### src/rtl/fifo_param.sv
// fifo_param: single-clock synchronous FIFO with registered read data.
//
// Parameters:
//   DATA_WIDTH - flit width in bits (>= 1)
//   DEPTH      - entry count, power of 2, >= 2
//   AFULL_LVL  - almost_full threshold, 1..DEPTH
//
// Ports:
//   clk         - clock, rising edge
//   rst_n       - asynchronous active-low reset
//   write       - push request, data_in is stored when accepted
//   data_in     - push data
//   read        - pop request, accepted only when not empty
//   data_out    - registered pop data, held when no pop is accepted
//   data_valid  - high for the one cycle after an accepted pop
//   full        - count == DEPTH
//   empty       - count == 0
//   almost_full - count >= AFULL_LVL
//   count       - current occupancy
//   overflow    - sticky, set by a rejected push   (only with FIFO_ERR_EN)
//   underflow   - sticky, set by a rejected pop    (only with FIFO_ERR_EN)
//
// Build option: define FIFO_ERR_EN to add the overflow/underflow error flags.

module fifo_param #(
  parameter int unsigned DATA_WIDTH = 8,
  parameter int unsigned DEPTH      = 8,
  parameter int unsigned AFULL_LVL  = DEPTH - 1
) (
  input  logic                        clk,
  input  logic                        rst_n,
  input  logic                        write,
  input  logic [DATA_WIDTH-1:0]       data_in,
  input  logic                        read,
  output logic [DATA_WIDTH-1:0]       data_out,
  output logic                        data_valid,
  output logic                        full,
  output logic                        empty,
  output logic                        almost_full,
  output logic [$clog2(DEPTH):0]      count
`ifdef FIFO_ERR_EN
  ,
  output logic                        overflow,
  output logic                        underflow
`endif
);

  localparam int unsigned AW = $clog2(DEPTH);
  localparam int unsigned CW = AW + 1;

  logic [DATA_WIDTH-1:0] mem [DEPTH];

  logic [AW-1:0]         wr_ptr_q, wr_ptr_d;
  logic [AW-1:0]         rd_ptr_q, rd_ptr_d;
  logic [CW-1:0]         count_q, count_d;
  logic [DATA_WIDTH-1:0] data_out_q, data_out_d;
  logic                  data_valid_q, data_valid_d;

  logic                  push_ok;
  logic                  pop_ok;

  // Status flags come straight from the registered count.
  always_comb begin
    empty       = (count_q == '0);
    full        = (count_q == CW'(DEPTH));
    almost_full = (count_q >= CW'(AFULL_LVL));
  end

  // A pop is only possible with data present, so an empty FIFO never falls
  // through; a full FIFO can still take a push when a pop frees a slot.
  always_comb begin
    pop_ok  = read & ~empty;
    push_ok = write & (~full | pop_ok);
  end

  always_comb begin
    wr_ptr_d     = wr_ptr_q;
    rd_ptr_d     = rd_ptr_q;
    count_d      = count_q;
    data_out_d   = data_out_q;
    data_valid_d = 1'b0;

    if (push_ok) begin
      wr_ptr_d = wr_ptr_q + AW'(1);
    end
    if (pop_ok) begin
      rd_ptr_d     = rd_ptr_q + AW'(1);
      data_out_d   = mem[rd_ptr_q];
      data_valid_d = 1'b1;
    end

    if (push_ok && !pop_ok) begin
      count_d = count_q + CW'(1);
    end else if (pop_ok && !push_ok) begin
      count_d = count_q - CW'(1);
    end
  end

  always_ff @(posedge clk or negedge rst_n) begin
    if (!rst_n) begin
      wr_ptr_q     <= '0;
      rd_ptr_q     <= '0;
      count_q      <= '0;
      data_out_q   <= '0;
      data_valid_q <= 1'b0;
    end else begin
      wr_ptr_q     <= wr_ptr_d;
      rd_ptr_q     <= rd_ptr_d;
      count_q      <= count_d;
      data_out_q   <= data_out_d;
      data_valid_q <= data_valid_d;
    end
  end

  // Storage is not reset; rst_n gating drops a push that lands on an edge
  // while reset is held.
  always_ff @(posedge clk) begin
    if (push_ok && rst_n) begin
      mem[wr_ptr_q] <= data_in;
    end
  end

  assign data_out   = data_out_q;
  assign data_valid = data_valid_q;
  assign count      = count_q;

`ifdef FIFO_ERR_EN
  logic overflow_q, underflow_q;

  always_ff @(posedge clk or negedge rst_n) begin
    if (!rst_n) begin
      overflow_q  <= 1'b0;
      underflow_q <= 1'b0;
    end else begin
      overflow_q  <= overflow_q | (write & ~push_ok);
      underflow_q <= underflow_q | (read & ~pop_ok);
    end
  end

  assign overflow  = overflow_q;
  assign underflow = underflow_q;
`endif

endmodule

### config.mk
export PLATFORM = sky130hd
export DESIGN_NAME = fifo_param
export DESIGN_NICKNAME = d
export VERILOG_FILES = /design/src/rtl/fifo_param.sv
export SDC_FILE = /design/constraint.sdc
export NUM_CORES = 1
export LEC_CHECK = 0
export BUFFER_PORTS_ARGS = -buffer_cell sky130_fd_sc_hd__buf_2
export CORE_MARGIN = 2
export CORE_UTILIZATION = 25
export CTS_CLUSTER_SIZE = 28
export DETAILED_ROUTE_END_ITERATION = 6
export HOLD_SLACK_MARGIN = 0.1
export MAX_ROUTING_LAYER = met4
export PLACE_DENSITY = 0.4
export SLEW_MARGIN = 20
export SYNTH_ARGS = -nofsm -noshare
export SYNTH_HDL_FRONTEND = slang
export SYNTH_SLANG_ARGS = --single-unit
### constraint.sdc
create_clock -name clk -period 3.4 [get_ports clk]
set_input_delay 1.02 -clock clk [delete_from_list [all_inputs] [get_ports clk]]
set_output_delay 1.02 -clock clk [all_outputs]
set_load 0.02 [all_outputs]
==> results.sh <==
export IMPL_setup_worst_path_start_class="register"
export IMPL_cts_root_buf="clkbuf_16"
export IMPL_status="complete, no violations"
export IMPL_rsz0062_at_grt="no"
export IMPL_critPathMaxStageDelay_ns=0.59
export IMPL_drt_iter0_drc=115
export IMPL_yosys_warnings=0
export IMPL_syn_cell_area_um2=3400
export IMPL_multi_input_area_um2=955
export IMPL_postCtsSetupBuffers=0
export IMPL_rows=42
export IMPL_crit_type="register to register"
export IMPL_grt_pass1_wl_mm=11.5
export IMPL_ff2ff_setup_slack_ns=0.39
export IMPL_finalHoldViolCount=0
export IMPL_power_density_nw_per_um2=841
export IMPL_htreeDepth=3
export IMPL_grt_max_degree=30
export IMPL_wl_per_cell_um=17.0
export IMPL_numCtsBuffers=9
export IMPL_min_from="data_out[6]"
export IMPL_path_cells="or4b_4, o21ai_4, inv_2, ha_1, inv_1, ha_1, a21o_2, a2111oi_0, o31ai_1"
export IMPL_drc=0
export IMPL_grt_ovfl_total=0
export IMPL_place_gp_congestion=0.759
export IMPL_p_leak_uw=0.00150
export IMPL_regArea_um2=2400
export IMPL_setup_ws_ns=0.393
export IMPL_combPwrFrac_pct=32.5
export IMPL_dp_cells=421
export IMPL_nNetsFinal=274
export IMPL_cap_violations=0
export IMPL_cts_tree="done"
export IMPL_worst_r2r_cell_count=9
export IMPL_drv_slew=0
export IMPL_n_antenna_cell=0
export IMPL_clock_path_buffers=2
export IMPL_synth_seq_area_share_pct=70.5
export IMPL_final_core_util_pct=30.8
export IMPL_grt_pass1_vias=1915
export IMPL_area_growth_pct=19.7
export IMPL_finalSetupViolCount=0
export IMPL_pwr_share_seq_pct=41.9
export IMPL_period_share_pct=88.4
export IMPL_layout_commonest_cell="edfxtp_1"
export IMPL_whs_path_depth=2
export IMPL_postRouteAntennaNets=0
export IMPL_portBuffers=27
export IMPL_core_area_um2=13200
export IMPL_tns_ns=0
export IMPL_syn_inst=216
export IMPL_initial_core_util_pct=25.7
export IMPL_ys_types=35
export IMPL_clk_pin_slew_ns=0.06
export IMPL_synth_seq_cells=83
export IMPL_ioPinCount=28
export IMPL_numClockSinks=83
export IMPL_wirelength_mm=7.42
export IMPL_crit_fanout=8
export IMPL_syn_avg_cell_area_um2=15.8
export IMPL_place_area_um2=3800
export IMPL_switchingPower_uw=1170
export IMPL_tightestPinTransition_ns=1.03
export IMPL_period_needed_ns=3.01
export IMPL_gr_usage_all_layers_pct=11.4
export IMPL_slew_headroom_pct=31.5
export IMPL_hold_path_class="register to register"
export IMPL_finClkSkew_ns=0.00765
export IMPL_vias=1916
export IMPL_cpMaxStageDelayCell="or4b_4"
export IMPL_design_area_um2=4070
export IMPL_viasPerCell=4.38
export IMPL_hold_buffers=0
export IMPL_cp_required_ns=3.61
export IMPL_dp_slack_ns=0.345
export IMPL_final_cell_mix="edfxtp_1 (64), buf_2 (27), nand2_1 (22), dfrtp_1 (19)"
export IMPL_clockPowerShare_pct=25.6
export IMPL_min_to="data_out[6]"
export IMPL_drive_gt1_share_pct=29.9
export IMPL_die_area_um2=14600
export IMPL_die_h_um=121
export IMPL_detail_route_first_pass_iterations=4
export IMPL_dp_hpwl_mm=4.44
export IMPL_end_kind="register"
export IMPL_fillCellCount=1353
export IMPL_clk_latency_ns=0.33
export IMPL_internal_power_uw=2260
export IMPL_worstPathArrival_ns=3.21
export IMPL_layoutNonFillerInstCount=437
export IMPL_cts_resized=0
export IMPL_ir_drop_mv=0.308
export IMPL_r2r_end="count[3]"
export IMPL_die_w_um=121
export IMPL_r2r_start="count[0]"
export IMPL_crit_top_cell="ha_1"
export IMPL_syn_nets=234
export IMPL_p_sw_share_pct=34.1
export IMPL_antenna_found_initial=0
export IMPL_fmax_mhz=333
==> metrics by stage <==
step | total power, µW | hold WS, ns
after CTS | 3480 | 0.486
after floorplan | 2230 | 0.506
final | 3420 | 0.474
after global routing | 3630 | 0.515
after global placement | 2570 | 0.474
after detailed placement | 2580 | 0.474
==> layout make-up <==
type / instances / area share, %
Sequential cell: 83 / 58.9
Multi-Input combinational cell: 120 / 23.4
Timing Repair Buffer: 38 / 5.35
Clock inverter: 3 / 0.430
Tap cell: 176 / 5.41
Inverter: 4 / 0.369
Clock buffer: 13 / 6.14
==> metal layers <==
layer	track usage [%]	up-vias	wire [µm]
met3	3.16	10	235
met4	3.92	0	110
met2	16.0	32	3310
met1	15.8	965	3760
met5	-	-	0
li1	-	909	-
==> state kept, by name, indices dropped and copies added, names as in the netlist <==
name and flops:
mem 64, data_out 8, count 4, rd_ptr_q 3, wr_ptr_q 3, data_valid 1
==> critical path: cells and delay by family, from the launching register on <==
| family | cells | cell delay [ns] |
|---|---|---|
| AOI/OAI and AO/OA | 4 | 1.05 |
| adders and majority gates | 2 | 0.48 |
| buffers and inverters | 2 | 0.26 |
| DFF | 1 | 0.48 |
| and+or+nand+nor | 1 | 0.59 |
==> power by group through the flow <==
stage	combinational (µW)	clock, µW	sequential [µW]
floorplan	729	0	1500
global placement	1120	0	1460
detailed placement	1120	0	1460
CTS	1130	912	1440
global route	1220	949	1460
finish	1110	876	1430
==> cells in the mapped netlist <==
master / number / area [µm²]
edfxtp_1: 64 / 1920
nand2_1: 22 / 82.6
dfrtp_1: 19 / 475
mux2_2: 17 / 191
mux2i_1: 17 / 170
o21ai_0: 9 / 45.0
a221o_1: 8 / 80.1
o22ai_1: 8 / 50.1
nor3_1: 7 / 35.0
xnor2_1: 6 / 52.6
ha_1: 5 / 62.6
inv_1: 3 / 11.3
nor2_1: 3 / 11.3
nor4_1: 3 / 18.8
buf_1: 2 / 7.51
buf_2: 2 / 10.0
buf_6: 2 / 22.5
clkbuf_1: 2 / 7.51
a2111oi_0: 1 / 8.76
a21o_2: 1 / 8.76
a21oi_1: 1 / 5.00
a31o_2: 1 / 8.76
buf_4: 1 / 7.51
fa_1: 1 / 20.0
inv_2: 1 / 3.75
nand2_2: 1 / 6.26
nand2b_1: 1 / 6.26
nand3_1: 1 / 5.00
nor2b_1: 1 / 6.26
o21ai_1: 1 / 5.00
o21ai_4: 1 / 16.3
o31ai_1: 1 / 7.51
o41ai_1: 1 / 8.76
or3b_2: 1 / 8.76
or4b_4: 1 / 13.8
==> kinds of logic after synthesis <==
logic type | count (synthesis) | share of synthesized area [%]
buf+inv | 13 | 2.06
xor+xnor | 6 | 1.54
mux | 34 | 10.6
simple gates | 41 | 5.70
compound gates | 33 | 7.17
flops | 83 | 70.5
fa+ha+maj | 6 | 2.43
==> worst max path at each step <==
stage	startpoint	to	slack [ns]	cells after the start
final	count[0]	count[3]	0.39	9
after global routing	count[0]	count[3]	0.20	9
after CTS	count[0]	count[3]	0.42	9
after detailed placement	read	count[3]	0.35	9
after global placement	read	count[3]	0.39	9
after floorplan	read	count[3]	0.59	8
No activity file was read; power rests on OpenSTA's default activity.
